<file path="src/rtl/inst_queue_pkg.sv">
// Shared types and constants for the fetch-to-decode instruction queue.
package inst_queue_pkg;

    typedef logic [31:0] InstAddr_t;
    typedef logic [31:0] Inst_t;

    typedef struct packed {
        InstAddr_t pc;
        Inst_t     inst;
    } InstQueueEntry_t;

    localparam int        INST_QUEUE_DEPTH = 8;
    localparam int        ENTRY_W          = $bits(InstQueueEntry_t);
    localparam logic [31:0] ZERO_WORD      = 32'h0000_0000;

    function automatic logic [1:0] min_count(input logic [1:0] a, input logic [1:0] b);
        return (a < b) ? a : b;
    endfunction

endpackage

</file>
<file path="src/rtl/inst_queue_chk.sv">
// Simulation checker: decode must not consume more instructions than are presented.
module inst_queue_chk (
    input logic       clk,
    input logic       rst_n,
    input logic       flush,
    input logic [1:0] pop_count,
    input logic       pop_valid1,
    input logic       pop_valid2
);

    logic [1:0] avail_s;

    assign avail_s = {1'b0, pop_valid1} + {1'b0, pop_valid2};

    a_pop_legal: assert property (@(posedge clk) disable iff (!rst_n || flush)
        pop_count <= avail_s);

endmodule

</file>
<file path="src/rtl/inst_queue_mem.sv">
// Instruction queue storage: DEPTH entries, two write ports, two read ports, data not reset.
module inst_queue_mem
    import inst_queue_pkg::*;
#(
    parameter int DEPTH = INST_QUEUE_DEPTH,
    localparam int AW   = $clog2(DEPTH)
) (
    input  logic               clk,
    input  logic               we0,
    input  logic [AW-1:0]      waddr0,
    input  logic [ENTRY_W-1:0] wdata0,
    input  logic               we1,
    input  logic [AW-1:0]      waddr1,
    input  logic [ENTRY_W-1:0] wdata1,
    input  logic [AW-1:0]      raddr0,
    input  logic [AW-1:0]      raddr1,
    output logic [ENTRY_W-1:0] rdata0,
    output logic [ENTRY_W-1:0] rdata1
);

    logic [ENTRY_W-1:0] mem_r [DEPTH];

    // Write ports never target the same slot: they are always consecutive addresses.
    always_ff @(posedge clk) begin
        if (we0) begin
            mem_r[waddr0] <= wdata0;
        end
        if (we1) begin
            mem_r[waddr1] <= wdata1;
        end
    end

    assign rdata0 = mem_r[raddr0];
    assign rdata1 = mem_r[raddr1];

endmodule

</file>
<file path="src/rtl/inst_queue.sv">
// Fetch-to-decode instruction queue with pair push and 0/1/2 pop.
// Optional same-cycle bypass into decode when empty: define INST_QUEUE_BYPASS_EN.
module inst_queue
    import inst_queue_pkg::*;
#(
    parameter int DEPTH = INST_QUEUE_DEPTH
) (
    input  logic                     clk,
    input  logic                     rst_n,
    input  logic                     flush,
    input  logic                     push_valid,
    input  logic [31:0]              push_pc,
    input  logic [31:0]              push_inst1,
    input  logic [31:0]              push_inst2,
    input  logic                     push_inst2_valid,
    output logic                     push_ready,
    output logic                     pop_valid1,
    output logic                     pop_valid2,
    output logic [31:0]              pop_pc1,
    output logic [31:0]              pop_pc2,
    output logic [31:0]              pop_inst1,
    output logic [31:0]              pop_inst2,
    input  logic [1:0]               pop_count,
    output logic [$clog2(DEPTH):0]   count
);

    localparam int AW = $clog2(DEPTH);
    localparam int PW = AW + 1;

    logic [PW-1:0]      rptr_r, wptr_r, rptr1_s, wptr1_s, count_s, free_s;
    logic               empty_s, push_acc_s, bypass_s;
    logic [1:0]         push_n_s, head_avail_s, avail_s, pop_n_s;
    logic [31:0]        push_pc2_s;
    logic [ENTRY_W-1:0] rd0_s, rd1_s;

    assign count_s    = wptr_r - rptr_r;
    assign free_s     = PW'(DEPTH) - count_s;
    assign empty_s    = (rptr_r == wptr_r);
    assign rptr1_s    = rptr_r + PW'(1);
    assign wptr1_s    = wptr_r + PW'(1);
    assign push_pc2_s = push_pc + 32'd4;

    assign push_ready = (free_s >= PW'(2));
    assign count      = count_s;
    assign push_acc_s = push_valid && push_ready && !flush;
    assign push_n_s   = push_acc_s ? (push_inst2_valid ? 2'd2 : 2'd1) : 2'd0;

`ifdef INST_QUEUE_BYPASS_EN
    assign bypass_s = empty_s && push_acc_s;
`else
    assign bypass_s = 1'b0;
`endif

    // Number of instructions presented at the head from stored state.
    always_comb begin
        if (count_s >= PW'(2)) begin
            head_avail_s = 2'd2;
        end else begin
            head_avail_s = count_s[1:0];
        end
    end

    // Over-consumption by decode is clamped to what was actually presented.
    assign avail_s = bypass_s ? push_n_s : head_avail_s;
    assign pop_n_s = flush ? 2'd0 : min_count(pop_count, avail_s);

    // Pop slot drive: bypassed push data when empty, else the two head entries.
    always_comb begin
        pop_valid1 = 1'b0;
        pop_valid2 = 1'b0;
        pop_pc1    = ZERO_WORD;
        pop_inst1  = ZERO_WORD;
        pop_pc2    = ZERO_WORD;
        pop_inst2  = ZERO_WORD;
        if (bypass_s) begin
            pop_valid1 = 1'b1;
            pop_pc1    = push_pc;
            pop_inst1  = push_inst1;
            if (push_inst2_valid) begin
                pop_valid2 = 1'b1;
                pop_pc2    = push_pc2_s;
                pop_inst2  = push_inst2;
            end else begin
                pop_valid2 = 1'b0;
            end
        end else begin
            if (!empty_s) begin
                pop_valid1 = 1'b1;
                pop_pc1    = rd0_s[63:32];
                pop_inst1  = rd0_s[31:0];
            end else begin
                pop_valid1 = 1'b0;
            end
            if (head_avail_s == 2'd2) begin
                pop_valid2 = 1'b1;
                pop_pc2    = rd1_s[63:32];
                pop_inst2  = rd1_s[31:0];
            end else begin
                pop_valid2 = 1'b0;
            end
        end
    end

    // Pointer update; flush discards everything including this cycle's push and pop.
    always_ff @(posedge clk or negedge rst_n) begin
        if (!rst_n) begin
            rptr_r <= {PW{1'b0}};
            wptr_r <= {PW{1'b0}};
        end else if (flush) begin
            rptr_r <= {PW{1'b0}};
            wptr_r <= {PW{1'b0}};
        end else begin
            rptr_r <= rptr_r + PW'(pop_n_s);
            wptr_r <= wptr_r + PW'(push_n_s);
        end
    end

    inst_queue_mem #(.DEPTH(DEPTH)) u_mem (
        .clk    (clk),
        .we0    (push_acc_s),
        .waddr0 (wptr_r[AW-1:0]),
        .wdata0 ({push_pc, push_inst1}),
        .we1    (push_acc_s && push_inst2_valid),
        .waddr1 (wptr1_s[AW-1:0]),
        .wdata1 ({push_pc2_s, push_inst2}),
        .raddr0 (rptr_r[AW-1:0]),
        .raddr1 (rptr1_s[AW-1:0]),
        .rdata0 (rd0_s),
        .rdata1 (rd1_s)
    );

    inst_queue_chk u_chk (
        .clk        (clk),
        .rst_n      (rst_n),
        .flush      (flush),
        .pop_count  (pop_count),
        .pop_valid1 (pop_valid1),
        .pop_valid2 (pop_valid2)
    );

endmodule

</file>
<file path="config.mk">
export PLATFORM = sky130hd
export DESIGN_NAME = inst_queue
export DESIGN_NICKNAME = d
export VERILOG_FILES = /design/src/rtl/inst_queue_pkg.sv /design/src/rtl/inst_queue_chk.sv /design/src/rtl/inst_queue_mem.sv /design/src/rtl/inst_queue.sv
export SDC_FILE = /design/constraint.sdc
export NUM_CORES = 1
export LEC_CHECK = 0
export ABC_AREA = 0
export BUFFER_PORTS_ARGS = -buffer_cell sky130_fd_sc_hd__buf_4
export CAP_MARGIN = 10
export CORE_ASPECT_RATIO = 0.5
export CORE_MARGIN = 5
export CORE_UTILIZATION = 65
export DETAILED_ROUTE_END_ITERATION = 7
export PLACE_DENSITY = 0.85
export RECOVER_POWER = 25
export SLEW_MARGIN = 30
export SYNTH_ARGS = -nofsm -noshare
export SYNTH_HDL_FRONTEND = slang
export SYNTH_SLANG_ARGS = --single-unit
export TNS_END_PERCENT = 30
</file>
<file path="constraint.sdc">
create_clock -name clk -period 17 [get_ports clk]
set_input_delay 1.7 -clock clk [delete_from_list [all_inputs] [get_ports clk]]
set_output_delay 1.7 -clock clk [all_outputs]
set_load 0.01 [all_outputs]
</file>
# [Word level (Yosys, flattened, before mapping)]
# Memories as Yosys holds them, arrays and structs flattened.
# Cells that the tools add are included.
[op_classes] eq_ne=2 magnitude_cmp=3 muxes=17 add_sub_neg=7 n_reduce_logical=4
[op_table] op="$mux W32" n=4
[op_table] op="$add A32 B3 Y32 const B" n=1
[op_table] op="$mux W2" n=5
[op_table] op="$add A4 B2 Y4" n=2
[op_table] op="$ge A4 B2 Y1 const B" n=2
[op_table] op="$mux W4" n=2
[op_table] op="$add A3 B1 Y3 const B" n=2
[op_table] op="$mux W1" n=6
[op_table] op="$eq A4 B4 Y1" n=1
[op_table] op="$sub A4 B4 Y4" n=1
[op_table] op="$sub A4 B4 Y4 const A" n=1
[op_table] op="$logic_and A1 B1 Y1" n=3
[op_table] op="$eq A2 B2 Y1 const B" n=1
[op_table] op="$lt A2 B2 Y1" n=1
[op_table] op="$logic_not A1 Y1" n=1
[totals] ramBits=512 elab_cells=36 mem_count=1 ff_bits=8
[mem_list] name="u_mem.mem_r" words=8 width=64 rd=2 rd_ports_with_merged_regs=0 write_ports=2 line_no="inst_queue_mem.sv:21" rtl="logic [ENTRY_W-1:0] mem_r [DEPTH];"

# [Logic depth before layout (Yosys ltp)]
# Gate-level depths: netlist (run 1).
[depth] word_depth=8 ltp_mapped=20 ltp_nobuf=17

# [Cells and area by module]
# A second synthesis (run 1) with hierarchy kept.
[unflattened] hier_cells=1864 hier_area_um2=31579.0
[modules_own_cells] module="inst_queue_mem" n_inst=1 area_each_um2=29309.4 cells_each=1557
[modules_own_cells] module="inst_queue" n_inst=1 area_each_um2=2269.7 cells_each=307

# [Worst setup path before layout (run 1)]
# No wires, ideal clock.
[synth_path] path_kind="reg-to-reg" startpoint="register rptr_r[1]" endpoint="memory u_mem.mem_r[1][0] in the netlist's numbering, enable pin" setup_slack_ns=8.067 path_buffers=6 t_arrival_ns=8.352 setup_ns=0.581 path_stages_with_launch=15 path_cell_list="dfrtp_1 buf_1 buf_2 buf_1 inv_1 fa_1 inv_1 ha_1 xor2_1 nand3b_1 buf_2 nor2_8 buf_6 buf_6 o31ai_1"
[synth_lines] element="start, declared" line_no="inst_queue.sv:30" rtl="logic [PW-1:0] rptr_r, wptr_r, rptr1_s, wptr1_s, count_s, free_s;"
[synth_lines] element="start signal, assigned" line_no="inst_queue.sv:107" rtl="rptr_r <= {PW{1'b0}};"
[synth_lines] element="start signal, assigned" line_no="inst_queue.sv:110" rtl="rptr_r <= {PW{1'b0}};"
[synth_lines] element="start signal, assigned" line_no="inst_queue.sv:113" rtl="rptr_r <= rptr_r + PW'(pop_n_s);"
[synth_lines] element="end, declared" line_no="inst_queue_mem.sv:21"

# [Worst setup path in the final report (run 1)]
[layout_path] startpoint="register rptr_r[0]" endpoint="output port push_ready"
[layout_between] elab_chain_len=3
[layout_rtl] element="$sub A4 B4 Y4" line_no="inst_queue.sv:36" rtl="assign count_s = wptr_r - rptr_r;"
[layout_rtl] element="$sub A4 B4 Y4" line_no="inst_queue.sv:37" rtl="assign free_s = PW'(DEPTH) - count_s;"
[layout_rtl] element="$ge A4 B2 Y1" line_no="inst_queue.sv:43" rtl="assign push_ready = (free_s >= PW'(2));"
[layout_rtl] element="end, declared" line_no="inst_queue.sv:16" rtl="output logic push_ready,"
# Every way passes these cells.

==> reports/qor.txt, run 1 <==
delay-heaviest family, CP: simple AND/OR/NAND/NOR gates
Worst-Skew Late Latency: 0.59 ns
r2r startpoint: rptr_r[0]
Post-DRT Antenna Nets: 0
Die Y: 165 µm
Rel. slew slack: -2.20
post_cts resized: 0
fin cells: 3,068
Crit path buffers/inverters: 4
H-Tree Depth: 2
Placed Cells: 2,976
WHS Endpoint: rptr_r[3]
Post-CTS Hold Buffers: 0
RSZ-0062 raised after global routing: false
status: finished with violations
Slowest cell on crit path: nor2_1
Final Cycle Share: 0.608
fraction of layout cells with a size suffix above 1: 0.355
Synth Warn #: 0
routed length per instance: 28.1 µm
CP arrival: 8.64 ns
First-pass DRT Iterations: 6
DR iter-0 viols: 3,088
met3 wire len: 9310 µm
syn avg cell area: 13.8 µm²
R2R setup slack: 7.41 ns
first-pass GRT wire length: 132,000 µm
critical path launch point type: flop
Hold Path Cell Cnt: 2
DIE AREA: 52,700 µm²
die width: 320 µm
Crit Path Category: reg -> out
failing checks: max-capacitance violations, max-slew violations
CP Data Required Time: 15.30 ns
Area Overhead vs Synth: 11.5%
FMAX: 0.0967 GHz
Worst-Margin Slew: 4.80 ns
number of global-route vias before repair: 22.4k
setup TNS: 0 ns
fin nets: 2,511
Tmin final: 10.34 ns
root buffer cell: clkbuf_16
share of async-settable or async-resettable flops after synthesis: 0.0154
VDD IR-drop max: 0.223 mV
register area: 15,600 µm²
Hold Path Class: reg -> reg
register area share after synthesis: 0.500
io pins: 238
IO buf count: 237
cell area after synthesis: 31,200 µm²
# DRC: 0
antenna violations before repair: 1
worst r2r dst: u_mem.mem_r[4][6]
vias per cell: 7.01
Core ar.: 47,100 µm²
vias post-DR: 21.5k
worst hold start: rptr_r[3]
EDFF count, synth: 512
CP Capture Type: primary output
Filler cells: 2,847
Slew Limit Fails: 445
PD cells: 161 nW/µm²
max cap viols: 9
total track usage: 0.326
Cells after Synth: 2,253
Critical Path Max Stage Delay: 2.83 ns
Rows: 56
final setup fails: 0
Final Hold Fails: 0
post-synthesis cell type count: 47
TritonCTS clock tree: done
R2R cell count: 12
Met2 Wirelength: 43,100 µm
Initial Util: 0.662
number of buffers created by CTS: 48
#FFs+latches synth: 520
area occupied by multi-input gates: 14,700 µm²
CP most frequent cell: inv_1
setup bufs post-CTS: 0
Leak: 11.8 nW
GP Congestion: 0.902
Post-Route M1 WL: 30,600 µm
Clock Skew: 0.0195 ns
grt ovf: 0
crit-path max FO: 51
clk buf depth: 3
most common cell after layout, fill and taps aside: edfxtp_1
Worst-path clk slew: 0.07 ns
hpwl dp: 50,500 µm
Syn Nets: 2,374
max layer used: met4
Worst path depth: 10
top_reg_cell synth: edfxtp_1
most frequent cells in the layout: edfxtp_1, nand2_1, mux4_2
cell breakdown of the critical path: ha_1, inv_1, fa_1, inv_1, ha_1, xor2_1, nand3b_1, nor2_1, inv_1, buf_4
Routed Wire Length: 86,200 µm
total power: 5.60 mW
clock sinks: 520
maximum number of pins on one net before global-route repair: 136
-- power breakdown --
group	switching (mW)	internal, mW
clock network	0.494	0.560
logic	1.68	1.18
registers	0.0996	1.58
total	2.27	3.32
-- routing by layer --
metal  track usage  vias up
met5             0        -
met4         0.118        0
met3        0.0582      255
met2         0.551     1614
met1         0.435    10800
li1              -     8834
-- metrics by stage --
stage	hold slack, ns	setup slack, ns	area [µm²]	utilization
2_1_floorplan	0.529	8.07	31200	-
3_3_place_gp	0.545	11.09	33300	0.707
3_5_place_dp	0.573	11.06	33300	0.708
4_1_cts	0.582	10.51	34800	0.739
5_1_grt	0.620	6.01	34700	0.738
6_report	0.584	6.66	34700	0.738
-- worst reg2reg max path, delay by kind of cell, from the launching register on --
family                   cells  cell delay (ns)
flip-flops                   1             1.80
AND/OR/NAND/NOR              3             3.96
XOR/XNOR                     1             0.15
adder cells (fa/ha/maj)      3             1.14
AO/OA/AOI/OAI                1             0.27
buffers and inverters        4             1.90
-- cell usage after synthesis, drive strengths merged, types with 2 or more instances --
cell / count / area (µm²)
clkbuf: 87 / 330
nor3b: 2 / 20.0
xnor2: 23 / 201
nor2b: 6 / 37.5
edfxtp: 512 / 15400
and3: 10 / 62.6
nand2: 280 / 1050
nor2: 138 / 549
a21oi: 130 / 651
mux2: 264 / 2970
o31ai: 3 / 22.5
and4: 5 / 43.8
nand4: 8 / 50.1
ha: 15 / 188
nand3: 35 / 175
dfrtp: 8 / 200
mux4: 256 / 5770
nand2b: 6 / 37.5
inv: 13 / 48.8
or2: 2 / 12.5
fa: 3 / 60.1
o21ai: 9 / 113
nor3: 102 / 586
buf: 105 / 567
xor2: 221 / 1940
-- sequential cells by signal, indices dropped and copies added (netlist names) --
signal	cells
rptr_r	4
wptr_r	4
u_mem.mem_r	512
-- how the worst max path moves through the flow --
stage	endpoint	slack, ns	start
2_1_floorplan	u_mem.mem_r[1][0]	8.07	rptr_r[1]
3_3_place_gp	u_mem.mem_r[7][12]	11.09	rptr_r[0]
3_5_place_dp	u_mem.mem_r[6][40]	11.06	rptr_r[0]
4_1_cts	push_ready	10.51	rptr_r[0]
5_1_grt	push_ready	6.01	rptr_r[0]
6_report	push_ready	6.66	rptr_r[0]
-- layout make-up --
cell class,instances,share of cell area
inverter,13,0.00141
tap,638,0.0230
timing repair buffer,279,0.0612
clock buffer,64,0.0390
antenna,1,0.0000721
multi-input combinational,1528,0.423
sequential,520,0.449
clock inverter,25,0.00335
-- kinds of logic (layout without fill, tap and decap cells) --
kind of cell	count (synthesis)	after routing	synth area share
and+or+nand+nor	599	599	0.0854
muxes	520	520	0.281
DFF	520	520	0.500
xor gates and xnor gates	245	245	0.0695
buffers and inverters	205	381	0.0304
AOI/OAI and AO/OA	146	146	0.0263
adders and majority gates	18	18	0.00795
other	0	1	0
(Power assumes the default switching activity.)
==> inputs of run 2 (changes only) <==
--- a/config.mk
+++ b/config.mk
@@ -10,9 +10,9 @@
 export CAP_MARGIN = 10
 export CORE_ASPECT_RATIO = 0.5
 export CORE_MARGIN = 5
-export CORE_UTILIZATION = 65
+export CORE_UTILIZATION = 61
 export DETAILED_ROUTE_END_ITERATION = 7
-export PLACE_DENSITY = 0.85
+export PLACE_DENSITY = 0.81
 export RECOVER_POWER = 25
 export SLEW_MARGIN = 30
 export SYNTH_ARGS = -nofsm -noshare
==> constraint.sdc (replaced) <==
create_clock -name clk -period 9.7 [get_ports clk]
set_input_delay 0.97 -clock clk [delete_from_list [all_inputs] [get_ports clk]]
set_output_delay 0.97 -clock clk [all_outputs]
set_load 0.01 [all_outputs]
==> reports/qor.txt, run 2 (synthesis gave the netlist of run 1 again) <==
status: finished with violations (unchanged)
failing checks: max-capacitance violations, max-slew violations (unchanged)
crit-path max FO: 53 (was 51)
First-pass DRT Iterations: 5 (was 6)
Clock Power Share: 0.188 (about the same)
Routed Wire Length: 86,300 µm (was 86,200 µm)
RSZ-0062 raised after global routing: false (unchanged)
Biggest register: u_mem.mem_r (unchanged)
PD cells: 283 nW/µm² (was 161 nW/µm²)
Clock Skew: 0.0126 ns (was 0.0195 ns)
number of global-route vias before repair: 21.9k (was 22.4k)
Worst-path clk slew: 0.07 ns (about the same)
Rel. slew slack: -1.76 (was -2.20)
worst r2r dst: u_mem.mem_r[4][23] (was u_mem.mem_r[4][6])
VDD IR-drop max: 0.377 mV (was 0.223 mV)
Critical Path End: u_mem.mem_r[4][23] (was push_ready)
Post-DRT Antenna Nets: 0 (unchanged)
M1 GR Usage: 0.407 (was 0.435)
max cap viols: 7 (was 9)
Crit. Startpoint: rptr_r[0] (unchanged)
Core ar.: 50,400 µm² (was 47,100 µm²)
H-Tree Depth: 2 (unchanged)
Crit Path Category: reg -> reg (was reg -> out)
Worst-Margin Slew: 4.14 ns (was 4.80 ns)
DR iter-0 viols: 2,966 (was 3,088)
R2R setup slack: 2.07 ns (was 7.41 ns)
Slew Limit Fails: 209 (was 445)
clock sinks: 520 (unchanged)
R2R cell count: 10 (was 12)
hold_ws: 0.314 ns (was 0.584 ns)
Tmin final: 7.63 ns
Die Y: 170 µm (was 165 µm)
antenna violations before repair: 0 (was 1)
setup bufs post-CTS: 0 (unchanged)
r2r startpoint: rptr_r[0] (unchanged)
CP Capture Type: flop (was primary output)
Leak: 11.8 nW (about the same)
number of buffers created by CTS: 47 (was 48)
CP arrival: 7.94 ns (was 8.64 ns)
die width: 330 µm (was 320 µm)
Reg power frac: 0.300 (about the same)
most frequent cells in the layout: edfxtp_1, nand2_1, mux4_2 (unchanged)
most common cell after layout, fill and taps aside: edfxtp_1 (unchanged)
TritonCTS clock tree: done (unchanged)
Largest regs: u_mem.mem_r (512), rptr_r (4), wptr_r (4) (unchanged)
vias per cell: 6.81 (was 7.01)
DIE AREA: 56,000 µm² (was 52,700 µm²)
Hold Path Class: in -> async (was reg -> reg)
FMAX: 0.131 GHz
sw power: 4.02 mW (was 2.27 mW)
GP Congestion: 0.863 (was 0.902)
CP Data Required Time: 10.01 ns (was 15.30 ns)
# DRC: 0 (unchanged)
total track usage: 0.306 (was 0.326)
fin nets: 2,507 (was 2,511)
clk buf depth: 3 (unchanged)
routed length per instance: 27.7 µm (was 28.1 µm)
post_cts resized: 0 (unchanged)
IO buf count: 237 (unchanged)
vias post-DR: 21.2k (was 21.5k)
grt ovf: 0 (unchanged)
grt met2 use: 0.520 (was 0.551)
first-pass GRT wire length: 131,000 µm (was 132,000 µm)
max reg flops: 512 (unchanged)
maximum number of pins on one net before global-route repair: 129 (was 136)
Rows: 58 (was 56)
io pins: 238 (unchanged)
setup TNS: 0 ns (unchanged)
critical path launch point type: flop (unchanged)
Final Cycle Share: 0.787
Final Hold Fails: 0 (unchanged)
Post-CTS Hold Buffers: 0 (unchanged)
Worst-Skew Late Latency: 0.58 ns (was 0.59 ns)
fraction of layout cells with a size suffix above 1: 0.348 (was 0.355)
switching share of power: 0.409 (was 0.406)
met3 GRT Util: 0.0472 (was 0.0582)
root buffer cell: clkbuf_16 (unchanged)
final setup fails: 0 (unchanged)
Comb power frac: 0.512 (about the same)
hpwl dp: 50,300 µm (was 50,500 µm)
GR peak layer: met2 (unchanged)
Initial Util: 0.619 (was 0.662)
Area Overhead vs Synth: 11.6% (was 11.5%)
Pint: 5.82 mW (was 3.32 mW)
Antenna Cells: 0 (was 1)
==> run 2: cell count changes in the layout (fill, tap and decap cells not counted), moves of 3 or more <==
cell       delta
bufinv_16     +3
clkbuf_16     -3
buf_4        -20
buf_6         +3
clkinv_1      -6
clkbuf_1     +18
==> run 2: layout make-up <==
| type | instances | area [µm²] |
|---|---|---|
| Clock buffer | 65 | 1290 |
| Clock inverter | 20 | 180 |
| Fill cell | 3441 | 15600 |
| Inverter | 13 | 48.8 |
| Multi-Input combinational cell | 1528 | 14700 |
| Sequential cell | 520 | 15600 |
| Tap cell | 690 | 863 |
| Timing Repair Buffer | 276 | 2060 |
==> run 2: metrics by stage <==
step / area, µm² / power [mW] / instances / utilization / worst slack [ns]
6_report: 34800 / 9.84 / 3112 / 0.690 / 2.07
3_3_place_gp: 33300 / 7.99 / 3023 / 0.662 / 3.65
4_1_cts: 34900 / 9.94 / 3111 / 0.693 / 3.66
2_1_floorplan: 31200 / 6.11 / 2253 / - / 0.767
3_5_place_dp: 33400 / 8.09 / 3026 / 0.664 / 3.71
5_1_grt: 34800 / 10.3 / 3112 / 0.690 / 1.80
==> run 2: routing by layer <==
metal | up-vias | part of all wire
met2 | 1398 | 0.49
li1 | 8826 | -
met1 | 10700 | 0.36
met5 | - | 0
met4 | 0 | 0.044
met3 | 281 | 0.10
==> run 2: critical path: stages, from the launching register on <==
cell,delay (ns)
dfrtp_1,1.50
ha_1,0.32
inv_1,0.07
fa_1,0.64
inv_1,0.08
ha_1,0.19
xor2_1,0.17
nand3b_1,0.49
o21ai_4,0.38
clkbuf_1,2.93
mux2_2,0.53
==> run 2: worst min-delay path by stage <==
stage | from | end | slack (ns) | depth (start not counted)
after floorplan | rptr_r[3] | rptr_r[3] | 0.53 | 2
after global placement | wptr_r[3] | wptr_r[3] | 0.55 | 2
after detailed placement | wptr_r[3] | wptr_r[3] | 0.56 | 2
after CTS | rst_n | rptr_r[0] | 0.19 | 1
after global routing | rst_n | rptr_r[0] | 0.33 | 1
final | rst_n | rptr_r[3] | 0.31 | 1
==> run 2: power by group through the flow <==
stage          Clock [mW]  Combinational [mW]  Sequential [mW]
6_report             1.85                5.04             2.95
4_1_cts              1.86                5.14             2.94
3_5_place_dp            0                5.11             2.99
5_1_grt              1.95                5.33             2.97
2_1_floorplan           0                3.21             2.90
3_3_place_gp            0                5.02             2.98
